[config.mk]
export PLATFORM = sky130hd
export DESIGN_NAME = spi_shifter_flat
export DESIGN_NICKNAME = d
export VERILOG_FILES = /design/src/rtl/spi_shifter_if.sv /design/src/rtl/spi_shifter.sv /design/src/flat_wrapper.sv
export SDC_FILE = /design/constraint.sdc
export NUM_CORES = 1
export LEC_CHECK = 0
export ABC_AREA = 0
export CAP_MARGIN = 10
export CORE_ASPECT_RATIO = 1.2
export CORE_UTILIZATION = 55
export DETAILED_ROUTE_END_ITERATION = 16
export GPL_TIMING_DRIVEN = 0
export MAX_ROUTING_LAYER = met4
export PLACE_DENSITY = 0.81
export SKIP_LAST_GASP = 1
export SYNTH_ARGS = -nofsm -noshare
export SYNTH_HDL_FRONTEND = slang
export SYNTH_SLANG_ARGS = --single-unit
[constraint.sdc]
create_clock -name clk_i -period 2.6 [get_ports clk_i]
set_input_delay 0.52 -clock clk_i [delete_from_list [all_inputs] [get_ports clk_i]]
set_output_delay 0.52 -clock clk_i [all_outputs]
set_load 0.03 [all_outputs]
[src/rtl/spi_shifter_if.sv]
// Byte-level SPI engine handshake: ctrl-side strobe/data plus the serial pins.
// SPI_CPOL_EN adds the cpol select input.
interface spi_shifter_if;
  logic       load;
  logic [7:0] txd;
  logic       miso;
`ifdef SPI_CPOL_EN
  logic       cpol;
`endif
  logic       sck;
  logic       mosi;
  logic [7:0] rxd;
  logic       busy;
  logic       done;
  logic       ovr;

  modport slave (
`ifdef SPI_CPOL_EN
    input  cpol,
`endif
    input  load, txd, miso,
    output sck, mosi, rxd, busy, done, ovr
  );

  modport master (
`ifdef SPI_CPOL_EN
    output cpol,
`endif
    output load, txd, miso,
    input  sck, mosi, rxd, busy, done, ovr
  );
endinterface

[src/rtl/spi_shifter.sv]
// SPI byte engine: shifts TXD out on MOSI (MSB first, mode 0) while sampling MISO into RXD.
// Optional macro SPI_CPOL_EN adds a per-transfer CPOL select (mode 3 when CPOL=1).
module spi_shifter #(
  parameter int HALF = 2,
  parameter int DIVW = 8
) (
  input  logic           clk_i,
  input  logic           rst_i,
  spi_shifter_if.slave   bus
);

  typedef enum logic [1:0] {S_IDLE, S_LO, S_HI} state_t;

  localparam logic [DIVW-1:0] DIV_LAST = DIVW'(HALF - 1);

  state_t          state_q, state_d;
  logic [DIVW-1:0] div_q, div_d;
  logic [2:0]      bitcnt_q, bitcnt_d;
  logic [7:0]      shreg_q, shreg_d;
  logic            samp_q, samp_d;
  logic            sck_q, sck_d;
  logic            mosi_q, mosi_d;
  logic [7:0]      rxd_q, rxd_d;
  logic            busy_q, busy_d;
  logic            done_q, done_d;
  logic            ovr_q, ovr_d;
  logic            idle_lvl;

`ifdef SPI_CPOL_EN
  // Idle SCK level latched per transfer so a mid-transfer CPOL change has no effect.
  logic idle_q, idle_d;

  always_ff @(posedge clk_i or posedge rst_i) begin
    if (rst_i) idle_q <= 1'b0;
    else       idle_q <= idle_d;
  end

  always_comb begin
    idle_d = idle_q;
    if (state_q == S_IDLE && bus.load) idle_d = bus.cpol;
  end

  assign idle_lvl = idle_q;
`else
  assign idle_lvl = 1'b0;
`endif

  always_ff @(posedge clk_i or posedge rst_i) begin
    if (rst_i) begin
      state_q  <= S_IDLE;
      div_q    <= '0;
      bitcnt_q <= '0;
      shreg_q  <= '0;
      samp_q   <= 1'b0;
      sck_q    <= 1'b0;
      mosi_q   <= 1'b0;
      rxd_q    <= '0;
      busy_q   <= 1'b0;
      done_q   <= 1'b0;
      ovr_q    <= 1'b0;
    end else begin
      state_q  <= state_d;
      div_q    <= div_d;
      bitcnt_q <= bitcnt_d;
      shreg_q  <= shreg_d;
      samp_q   <= samp_d;
      sck_q    <= sck_d;
      mosi_q   <= mosi_d;
      rxd_q    <= rxd_d;
      busy_q   <= busy_d;
      done_q   <= done_d;
      ovr_q    <= ovr_d;
    end
  end

  always_comb begin
    state_d  = state_q;
    div_d    = div_q;
    bitcnt_d = bitcnt_q;
    shreg_d  = shreg_q;
    samp_d   = samp_q;
    sck_d    = sck_q;
    mosi_d   = mosi_q;
    rxd_d    = rxd_q;
    busy_d   = busy_q;
    done_d   = 1'b0;
    ovr_d    = ovr_q;

    case (state_q)
      S_IDLE: begin
        if (bus.load) begin
          shreg_d  = bus.txd;
          mosi_d   = bus.txd[7];
          bitcnt_d = '0;
          div_d    = '0;
          sck_d    = 1'b0;
          ovr_d    = 1'b0;
          busy_d   = 1'b1;
          state_d  = S_LO;
        end
      end

      S_LO: begin
        if (bus.load) ovr_d = 1'b1;
        if (div_q == DIV_LAST) begin
          div_d   = '0;
          sck_d   = 1'b1;
          samp_d  = bus.miso;
          state_d = S_HI;
        end else begin
          div_d = div_q + 1'b1;
        end
      end

      S_HI: begin
        if (bus.load) ovr_d = 1'b1;
        if (div_q == DIV_LAST) begin
          div_d   = '0;
          shreg_d = {shreg_q[6:0], samp_q};
          mosi_d  = shreg_q[6];
          if (bitcnt_q == 3'd7) begin
            sck_d   = idle_lvl;
            rxd_d   = {shreg_q[6:0], samp_q};
            done_d  = 1'b1;
            busy_d  = 1'b0;
            state_d = S_IDLE;
          end else begin
            sck_d    = 1'b0;
            bitcnt_d = bitcnt_q + 1'b1;
            state_d  = S_LO;
          end
        end else begin
          div_d = div_q + 1'b1;
        end
      end

      default: state_d = S_IDLE;
    endcase
  end

  assign bus.sck  = sck_q;
  assign bus.mosi = mosi_q;
  assign bus.rxd  = rxd_q;
  assign bus.busy = busy_q;
  assign bus.done = done_q;
  assign bus.ovr  = ovr_q;

endmodule
[src/flat_wrapper.sv]
// flat-port wrapper written by rule: the top's interface ports become plain ports
module spi_shifter_flat 
#(
  parameter int HALF = 2,
  parameter int DIVW = 8
)
  (clk_i, rst_i, bus_load, bus_txd, bus_miso, bus_sck, bus_mosi, bus_rxd, bus_busy, bus_done, bus_ovr);
  spi_shifter_if bus_i ();
  input  logic clk_i;
  input  logic rst_i;
  input wire logic [$bits(bus_i.load)-1:0] bus_load;
  input wire logic [$bits(bus_i.txd)-1:0] bus_txd;
  input wire logic [$bits(bus_i.miso)-1:0] bus_miso;
  output wire logic [$bits(bus_i.sck)-1:0] bus_sck;
  output wire logic [$bits(bus_i.mosi)-1:0] bus_mosi;
  output wire logic [$bits(bus_i.rxd)-1:0] bus_rxd;
  output wire logic [$bits(bus_i.busy)-1:0] bus_busy;
  output wire logic [$bits(bus_i.done)-1:0] bus_done;
  output wire logic [$bits(bus_i.ovr)-1:0] bus_ovr;
  assign bus_i.load = bus_load;
  assign bus_i.txd = bus_txd;
  assign bus_i.miso = bus_miso;
  assign bus_sck = bus_i.sck;
  assign bus_mosi = bus_i.mosi;
  assign bus_rxd = bus_i.rxd;
  assign bus_busy = bus_i.busy;
  assign bus_done = bus_i.done;
  assign bus_ovr = bus_i.ovr;
  spi_shifter #(.HALF(HALF), .DIVW(DIVW)) u_core (.clk_i(clk_i), .rst_i(rst_i), .bus(bus_i));
endmodule
; ---- Word level (Yosys, flattened, before mapping)
; Cells that the tools add are included.
[word_totals]
reg_bits = 34
output_inout_bits = 13
[classes]
n_addsub = 2
n_eq_ne = 10
n_mux = 30
reduce_logical = 14
[ops]
columns = operator, n
row1 = 8-bit 2-to-1 mux, 2
row2 = 8-bit one-hot mux with 2 select lines, 1
row3 = 7-bit 2-to-1 mux, 2
row4 = 7-bit one-hot mux with 2 select lines, 1
row5 = 1-bit 2-to-1 mux, 12
row6 = 3-bit AND reduction, 4
row7 = 4-bit AND reduction, 3
row8 = 3-bit 2-to-1 mux, 3
row9 = "8-bit by 1-bit adder with 8-bit output, second input constant", 1
row10 = "8-bit by 1-bit == test with 1-bit output, second input constant", 1
row11 = "2-bit by 1-bit != test with 1-bit output, second input constant", 4
row12 = 2-bit 2-to-1 mux, 3
row13 = 1-bit one-hot mux with 2 select lines, 3
row14 = 2-bit one-hot mux with 3 select lines, 1
row15 = 3-bit one-hot mux with 2 select lines, 1
row16 = "2-bit != test, second input constant", 2
row17 = 2-bit AND reduction, 2
row18 = 2-bit nonzero test, 2
row19 = "3-bit by 1-bit adder with 3-bit output, second input constant", 1
row20 = "3-bit == test, second input constant", 1
row21 = 1-bit one-hot mux with 3 select lines, 1
row22 = 3-bit nonzero test, 1
row23 = "2-bit by 1-bit == test with 1-bit output, second input constant", 1
row24 = "2-bit == test, second input constant", 1
row25 = 2 further kinds, 2

; ---- Logic depth before layout (Yosys ltp)
; Gate-level depths: netlist of run 1.
[logic_depth]
ltp_word = 4
ltp_mapped = 8
ltp_nobuf = 6

; ---- Worst setup path after synthesis of run 1
; Ideal clock, no wire load.
[synth_path]
path_type = register to register
startpoint = reg u_core.div_q[1]
endpoint = reg u_core.rxd_q[0] (netlist: u_core.bus.rxd[0])
arrival_ns = 1.645
required_time_ns = 2.475
slack_ns = 0.830
stages_incl_launch_ff = 8
n_path_buf = 1
period_less_slack_ns = 1.770
path_cell_list = dfrtp_1 inv_1 ha_1 nor4b_4 and2_4 and3_4 buf_8 mux2_2
[synth_between]
elab_chain_len = 2
[synth_lines]
columns = element, line_no
row1 = start: declaration, spi_shifter.sv:17  ; logic [DIVW-1:0] div_q, div_d;
row2 = start signal: assignment, spi_shifter.sv:63  ; div_q <= div_d;
row3 = 8-bit by 1-bit == test with 1-bit output, spi_shifter.sv:117  ; if (div_q == DIV_LAST) begin
row4 = 3-bit AND reduction (no source line), -
row5 = end signal: assignment, spi_shifter.sv:69  ; rxd_q <= rxd_d;
row6 = end: declaration, spi_shifter.sv:23  ; logic [7:0] rxd_q, rxd_d;
; No other way between the ends.
; A chain may end at the register's enable or synchronous reset.

; ---- Worst setup path in the final report of run 1
[layout_path]
startpoint = reg u_core.state_q[0]
endpoint = reg u_core.bitcnt_q[2]
[layout_between]
elab_chain_len = 3
[layout_lines]
columns = element, line_no
row1 = start: declaration, spi_shifter.sv:16  ; state_t state_q, state_d;
row2 = start signal: assignment, spi_shifter.sv:62  ; state_q <= state_d;
row3 = 2-bit == test or 2-bit logical NOT (tied branches), spi_shifter.sv:89  ; case (state_q)
row4 = "2-bit by 1-bit != test with 1-bit output (no source line), or another cell as far along", -
row5 = 4-bit AND reduction (no source line), -
row6 = end signal: assignment, spi_shifter.sv:64  ; bitcnt_q <= bitcnt_d;
row7 = end: declaration, spi_shifter.sv:18  ; logic [2:0] bitcnt_q, bitcnt_d;
; Several ways; a longest one is shown, not always the timed one.

==> results.txt, run 1 <==
- Final number of setup-violating endpoints: 0
- Fmax achieved: around 470 MHz
- In this run the most used layer during global routing was met2.
- Standard-cell rows: 21
- Power density relative to cell area: roughly 840 nW/um^2
- Endpoints failing hold: 0
* Worst setup path class: flop to flop
* Static power due to leakage: roughly 0.00084 uW
- In the final routed layout, each cell accounts on average for between 15 and 20 um.
* Overall die height: 62.5 um
- The worst path uses 81.4% of the clock period.
* CTS tree: done
- Number of design rule violations left after detail routing: 0
- DP Cell Count: about 200
- Entering global routing, the biggest net connects 20 pins.
- In the post-synthesis netlist, the biggest area contributors are sky130_fd_sc_hd__dfrtp_1 (51%), sky130_fd_sc_hd__mux2_2 (7.4%), sky130_fd_sc_hd__ha_1 (6.0%).
- 25 I/O pins were placed.
- Post-CTS setup buffer count: 0
- Detailed-route via count: approximately 1200
* Worst-case setup slack after placement: about 0.26 ns
- Global routing used between 20% and 30% of the available tracks across all layers.
- Clock latency at the later pin of the worst-skew pair: 0.34 ns
* Worst setup skew after layout: 0.00884 ns
* Antenna cells: 0
- DP Wirelength: 2530 um
- Critical Path End Type: flop
- The congestion estimate from routability-driven global placement came to ~0.81.
- Number of routed nets with antenna violations: 0
- Unrepaired setup endpoints after global routing: no
- Final hold analysis gives a worst-case slack of between 0.5 and 0.6 ns.
- Total grt overflow: 0
* Area fraction of the dominant cell type after synthesis: 50.8%
- Counting distinct cell types in the post-synthesis netlist gives 32.
- The worst hold path begins at u_core.bitcnt_q[0].
- Post-Synth Adder-Cell Area: under 10%
- Of the post-synthesis cell area, the part taken by muxes is about 8%.
- Synthesis warning total: 0
* Cell taking the most area after synthesis: sky130_fd_sc_hd__dfrtp_1
- STA classifies the critical path startpoint as a flop.
- Synthesis inferred 34 register bits.
* Non-filler cells in the finished layout: about 210
- Post-route setup TNS: 0 ns
- Area of all placed cells without fillers: just over 2000 um^2
- Number of flops mapped to enable cells by yosys: 0
- Complex-gate fraction of the synthesized area: about 16%
* Largest family of logic cells by synthesized area: compound AO/OA/AOI/OAI gates
- Type of the worst min-delay path: flop to flop
* Result of the run: complete, no violations
* First-pass GRT wire length: just under 6000 um
- For the worst setup path, the data required time is roughly 2.8 ns.
* Total of hold buffers inserted after clock tree synthesis: 0
- CP cell instances: inv_1, ha_1, clkbuf_1, nand4_2, nor2_4, mux2_2
- In this run, the number of DRC markers left after iteration 0 of detailed routing was 16.
- After clock tree synthesis, the clock-pin slew on the worst setup and hold paths is about 0.10 ns.
- RR Startpoint: u_core.state_q[0]
* Clock Path Buffers: 2
* Layout cell share with drive strength beyond 1: between 10% and 20%
- Worst EP arrival: about 2.3 ns
* Via density: 5.79
- Prevailing post-synth register cell: sky130_fd_sc_hd__dfrtp_1
- Among all stages on the critical path, the largest delay is contributed by sky130_fd_sc_hd__dfrtp_1.
- The critical path starts at u_core.state_q[0].
- Number of antenna violations at the first check in global routing: 0
- Global routing usage on met3: ~7.3%
* Area growth from synthesis to layout: 21.4%
* Number of detailed-route iterations in the first pass: 4
- Slew margin rel.: a little over half
- The max-slew violation count came to 0.
- After Yosys synthesis, XOR and XNOR cells account for around 2.6% of the synthesized area.
- For this design, the sink count on the clock tree is 34.
* Max cap viols: 0
- The root buffer cell chosen for the clock tree is sky130_fd_sc_hd__clkbuf_4.
- Worst-Margin Slew: 0.714 ns
* Final Critical Period: 2.12 ns
- Die outline width: about 52 um
- # H-tree levels: 2
* Met2 usage in global routing: 41.9%
- The core region is 2840 um^2.
- Overall routed net length: 3370 um
- After layout, the worst setup slack is roughly 0.48 ns.
- For this run, global-route usage on met1 was measured as 28.2%.
* Top cell family by delay on the critical path: simple AND/OR/NAND/NOR gates
- Input and output buffers added on the ports amount to 24.
* Slowest cell delay on critical path: around 0.44 ns
* Number of buffers created by CTS: 5
- For this run, the post-layout net count is 195.
- Post-cts sizing count: 0
- Of the total synthesized cell area, the portion taken by AND, OR, NAND and NOR gates is 13.3%.
- Worst vdd rail ir drop: 0.000536 V
- Counting both buffers and inverters, the worst setup path holds a total of 2.
- In this run the cell area of the synthesized design comes to between 1500 and 2000 um^2.
- Via count of the first global-routing pass: 1292
- The number of nets in the synthesized netlist is between 150 and 200.
* Placed Instance Area: between 1500 and 2000 um^2
* Fraction of registers with async set or reset after synthesis: 100%
- Largest fanout on the critical path: 10
* Mean Syn Cell Area: about 12 um^2
* Die ar.: between 3000 and 4000 um^2
- Effective utilization at floorplan: 59.0%
- After synthesis, flip-flops and latches occupy between 50 and 60% of the total area.
- Synthesized netlist cell count: between 100 and 150
[worst paths after layout]
| kind | depth (start not counted) | slack, ns | endpoint |
|---|---|---|---|
| worst max register to register | 6 | 0.48 | u_core.bitcnt_q[2] |
| worst max-delay path | 6 | 0.48 | u_core.bitcnt_q[2] |
| worst min-delay path | 1 | 0.50 | u_core.bitcnt_q[0] |
| min in group asynchronous | 2 | 0.58 | u_core.div_q[2] |
| worst min register to register | 1 | 0.50 | u_core.bitcnt_q[0] |
| max in group asynchronous | 3 | 1.48 | u_core.shreg_q[6] |
[stage by stage]
stage / util, % / power (uW)
3_5_place_dp: 70.0 / 1440
3_3_place_gp: 69.0 / 1400
4_1_cts: 71.6 / 1720
6_report: 71.6 / 1700
5_1_grt: 71.6 / 1820
2_1_floorplan: - / 1220
[power by group]
group          switching, uW  leakage (uW)  total [uW]  internal [uW]
combinational            372      0.000390         669            298
sequential               104      0.000417         758            654
clock                    174     0.0000308         271           97.1
[sequential cells by signal, indices dropped and copies added (netlist names)]
| name | count |
|---|---|
| u_core.bus.done | 1 |
| u_core.bus.rxd | 8 |
| u_core.bus.mosi | 1 |
| u_core.samp_q | 1 |
| u_core.state_q | 2 |
| u_core.bus.busy | 1 |
| u_core.div_q | 8 |
| u_core.shreg_q | 7 |
| u_core.bitcnt_q | 3 |
| u_core.bus.ovr | 1 |
| u_core.bus.sck | 1 |
[cells by family after synthesis]
group	count (synthesis)
xor+xnor	5
buf+inv	10
mux	12
simple gates	37
flops	34
compound gates	37
fa+ha+maj	8
[cell type report]
| cell class | count | area (um^2) |
|---|---|---|
| well taps | 34 | 42.5 |
| inverters | 5 | 18.8 |
| multi-input cells | 99 | 776 |
| plain buffers | 5 | 30.0 |
| flip-flops and latches | 34 | 851 |
| fillers | 220 | 805 |
| clock buffers | 5 | 37.5 |
| repair buffers | 25 | 268 |
| clock inverters | 2 | 10.0 |
[synth_stat cells, types with 2 or more instances]
master	n
sky130_fd_sc_hd__nand2b_1	3
sky130_fd_sc_hd__a21oi_1	9
sky130_fd_sc_hd__inv_1	5
sky130_fd_sc_hd__ha_1	8
sky130_fd_sc_hd__nor3_1	3
sky130_fd_sc_hd__nand3_1	3
sky130_fd_sc_hd__o32a_2	8
sky130_fd_sc_hd__nand2_1	6
sky130_fd_sc_hd__mux2_2	11
sky130_fd_sc_hd__o31ai_1	2
sky130_fd_sc_hd__xnor2_1	5
sky130_fd_sc_hd__clkbuf_1	3
sky130_fd_sc_hd__nor2_1	10
sky130_fd_sc_hd__o21a_1	9
sky130_fd_sc_hd__o21ai_0	6
sky130_fd_sc_hd__dfrtp_1	34
sky130_fd_sc_hd__nor2b_1	3
[routing by layer]
layer	up-vias	routed length (um)
met5	-	0
met4	0	61
met2	22	1790
met3	6	110
li1	581	-
met1	601	1400
[placed cells by master (no fill, tap or decap), types with 2 or more instances in the layout]
| cell type | netlist | routed |
|---|---|---|
| sky130_fd_sc_hd__ha_1 | 8 | 8 |
| sky130_fd_sc_hd__o31ai_1 | 2 | 2 |
| sky130_fd_sc_hd__nand2b_1 | 3 | 3 |
| sky130_fd_sc_hd__o21ai_0 | 6 | 6 |
| sky130_fd_sc_hd__nand2_1 | 6 | 6 |
| sky130_fd_sc_hd__nand3_1 | 3 | 3 |
| sky130_fd_sc_hd__dfrtp_1 | 34 | 34 |
| sky130_fd_sc_hd__nor2b_1 | 3 | 3 |
| sky130_fd_sc_hd__clkdlybuf4s50_1 | 0 | 24 |
| sky130_fd_sc_hd__mux2_2 | 11 | 11 |
| sky130_fd_sc_hd__clkinv_2 | 0 | 2 |
| sky130_fd_sc_hd__a21oi_1 | 9 | 9 |
| sky130_fd_sc_hd__nor3_1 | 3 | 3 |
| sky130_fd_sc_hd__clkbuf_1 | 3 | 3 |
| sky130_fd_sc_hd__inv_1 | 5 | 5 |
| sky130_fd_sc_hd__clkbuf_4 | 0 | 5 |
| sky130_fd_sc_hd__xnor2_1 | 5 | 5 |
| sky130_fd_sc_hd__nor2_1 | 10 | 10 |
| sky130_fd_sc_hd__o32a_2 | 8 | 8 |
| sky130_fd_sc_hd__o21a_1 | 9 | 9 |
(Power assumes the default switching activity.)
==> run 2: changes to the inputs <==
--- a/config.mk
+++ b/config.mk
@@ -8,11 +8,11 @@
 export ABC_AREA = 0
 export CAP_MARGIN = 10
 export CORE_ASPECT_RATIO = 1.2
-export CORE_UTILIZATION = 55
+export CORE_UTILIZATION = 48
 export DETAILED_ROUTE_END_ITERATION = 16
 export GPL_TIMING_DRIVEN = 0
 export MAX_ROUTING_LAYER = met4
-export PLACE_DENSITY = 0.81
+export PLACE_DENSITY = 0.75
 export SKIP_LAST_GASP = 1
 export SYNTH_ARGS = -nofsm -noshare
 export SYNTH_HDL_FRONTEND = slang
==> constraint.sdc (replaced) <==
create_clock -name clk_i -period 1.7 [get_ports clk_i]
set_input_delay 0.34 -clock clk_i [delete_from_list [all_inputs] [get_ports clk_i]]
set_output_delay 0.34 -clock clk_i [all_outputs]
set_load 0.03 [all_outputs]
==> run 2 against run 1 <==
The flow now finishes with violations (negative setup slack). First-iteration DRC count increased by 140%. Die area up 14%. Via count increased by 5.5%. Routed wire length up 12%. Sequential cell count did not move. Register-to-register slack got worse by 0.50 ns. Core utilization is 3.7 points lower. Cell count is 4.3% higher. Hold slack lost 0.13 ns. Non-clock buffer count increased by 4. Sequential share of layout area fell by 4.3 points. Global-route usage decreased by 2.8 points. Critical endpoint is now u_core.bitcnt_q[1].
==> results.txt, run 2 (synthesized netlist as in run 1, its figures left out) <==
- Result of the run: finished, violations left
* Failing checks: negative setup slack
* Reg2reg end: u_core.bitcnt_q[1]
* GPL Wtd Cong: 0.853
- Slew margin rel.: ~66%
- The clock arrives with between 0.007 and 0.008 ns of skew.
- First-pass GRT wire length: approximately 6100 um
- TritonCTS built the clock tree.
* Die outline width: roughly 56 um
* Via density: approximately 6
* Clock Path Buffers: 2
* RR Startpoint: u_core.div_q[0]
* Largest fanout on the critical path: 6
- For the worst-skew pair, the clock arrives at the later sink with an insertion delay of 0.29 ns.
- In the global route stage, overall resource usage came out at 22.5%.
- Sinks on Clock Net: 34
* Number of routed nets with antenna violations: 0
- Post-CTS clock slew at the launch and capture registers of the worst setup and hold paths: approximately 0.07 ns
- Layout cell share with drive strength beyond 1: a little under a third
- The max-slew violation count came to 0.
* Launching element type of the critical path: flop
* Endpoints failing hold: 0
- Number of ports placed on the die boundary: 25
- STA puts the critical path data required time at 1.88 ns.
- Reg2Reg Setup Slack: -0.02 ns
- Power density relative to cell area: ~1400 nW/um^2
* Worst vdd rail ir drop: between 0.001 and 0.0015 V
* Area growth from synthesis to layout: 35.4%
- Overall die height: around 67 um
- The number of antenna violations at the first check in global routing is 0.
- Die ar.: between 3000 and 4000 um^2
- After layout, the minimum clock period comes to approximately 1.7 ns.
- Entering global routing, the biggest net connects 25 pins.
* Effective utilization at floorplan: around half
- Static power due to leakage: approximately 0.00096 uW
* Fmax achieved: 583 MHz
- Placeable Area: roughly 3300 um^2
- Antenna cells: 0
- After the first detailed-routing iteration, the DRC count stood at 38.
- Max cap viols: 0
- Buffers inserted during clock tree synthesis total 5.
* Root buffer selected by CTS: sky130_fd_sc_hd__clkbuf_8
- Type of the worst min-delay path: input pin to async pin
- Worst-Margin Slew: a little over 0.5 ns
- The net count of the finished layout is 200.
- Overall routed net length: roughly 3800 um
- Register-to-Register Path Depth: 6
* Critical Path End Type: flop
- Data arrives at the worst endpoint at 1.89 ns.
* # H-tree levels: 2
- The top cell types in the final layout, fill and taps aside, are sky130_fd_sc_hd__dfrtp_1 (33), sky130_fd_sc_hd__clkdlybuf4s50_1 (21), sky130_fd_sc_hd__nor2_1 (10), sky130_fd_sc_hd__o21a_1 (9).
- Period utilisation layout: 101%
* Non-filler cells in the finished layout: around 220
* Unrepaired setup endpoints after global routing: yes
- Across all setup checks in the final design, the least slack found is -0.0152 ns.
- Total grt overflow: 0
- Leaving out fill and tap cells, the most frequent cell in the layout is sky130_fd_sc_hd__dfrtp_1.
* Detailed-route via count: between 1000 and 1500
* DP Cell Count: between 200 and 250
- The via count of the first global-routing pass is around 1300.
- Total power consumption of the routed design: 3130 uW
* Number of detailed-route iterations in the first pass: 4
- After detailed routing, the number of remaining DRC violations is 0.
* Port bufs: 24
- Summed over all nets, the half-perimeter wirelength after detailed placement is 2550 um.
- Avg WL per Cell: ~17 um
- The critical path is of the flop to flop type.
- Setup violations remaining at the end of the flow were counted as 6.
* Standard-cell rows: 23
[run 2: changes by cell type in the layout (fill, tap and decap cells not counted), moves of 2 or more]
cell / before / now
sky130_fd_sc_hd__a21oi_1: 9 / 7
sky130_fd_sc_hd__buf_4: 0 / 6
sky130_fd_sc_hd__clkbuf_1: 3 / 0
sky130_fd_sc_hd__clkbuf_4: 5 / 1
sky130_fd_sc_hd__clkbuf_8: 0 / 5
sky130_fd_sc_hd__clkdlybuf4s50_1: 24 / 21
sky130_fd_sc_hd__dlymetal6s2s_1: 0 / 2
sky130_fd_sc_hd__ha_1: 8 / 5
sky130_fd_sc_hd__ha_2: 0 / 2
sky130_fd_sc_hd__mux2_2: 11 / 4
sky130_fd_sc_hd__mux2_4: 0 / 7
[run 2: worst max-delay path by stage]
stage / startpoint / end / slack [ns] / cells after the start
final: u_core.div_q[0] / u_core.bitcnt_q[1] / -0.02 / 6
after global routing: u_core.div_q[1] / u_core.bitcnt_q[1] / -0.11 / 7
after CTS: u_core.div_q[1] / u_core.bus.rxd[7] / -0.09 / 6
after detailed placement: bus_load / u_core.bitcnt_q[1] / -0.48 / 5
after global placement: bus_load / u_core.bitcnt_q[1] / -0.42 / 5
after floorplan: u_core.div_q[1] / u_core.bus.rxd[0] / -0.07 / 7
[run 2: routing by layer]
metal / GRT usage [%] / wire length, um / up-vias
li1: - / - / 596
met1: 24.0 / 1590 / 636
met2: 39.9 / 1970 / 36
met3: 5.44 / 142 / 8
met4: 10.7 / 75 / 0
met5: - / 0 / -
[run 2: final cells by class]
cell class / instances / area, um^2
Fill cell: 238 / 1070
Multi-Input combinational cell: 100 / 902
Sequential cell: 34 / 852
Timing Repair Buffer: 32 / 328
Clock buffer: 5 / 68.8
Tap cell: 37 / 46.3
Clock inverter: 3 / 40.0
Inverter: 5 / 18.8
Buffer: 2 / 12.5
[run 2: worst max-delay path, cell delays in order, from the launching register on]
cell                      delay, ns
sky130_fd_sc_hd__dfrtp_2       0.44
sky130_fd_sc_hd__ha_4          0.15
sky130_fd_sc_hd__nor4b_4       0.21
sky130_fd_sc_hd__buf_4         0.18
sky130_fd_sc_hd__nand4_4       0.15
sky130_fd_sc_hd__nor2_4        0.17
sky130_fd_sc_hd__mux2_4        0.31
[run 2: timing repair]
action / CTS / global route
cloned: 0 / 1
hold buffers: 0 / 0
endpoints found under the setup margin: 29 / 33
pin swaps: 3 / 2
setup buffers: 5 / 2
resized for setup: 15 / 18
[run 2: through the flow]
stage                     util, %  area [um^2]  hold slack [ns]  setup TNS [ns]  setup slack (ns)
after floorplan                 -         1680            0.449          -0.672           -0.0700
after global placement       58.8         1960            0.466          -10.24            -0.415
after detailed placement     59.6         1990            0.489           -7.37            -0.476
after CTS                    65.0         2170            0.380           -1.07           -0.0864
after global routing         68.0         2270            0.403           -1.50            -0.107
final                        68.0         2270            0.375         -0.0712           -0.0152
[run 2: report_power, final]
group          switching [uW]  internal [uW]
logic                     660            568
registers                 171           1000
clock network             297            431
total                    1130           2000
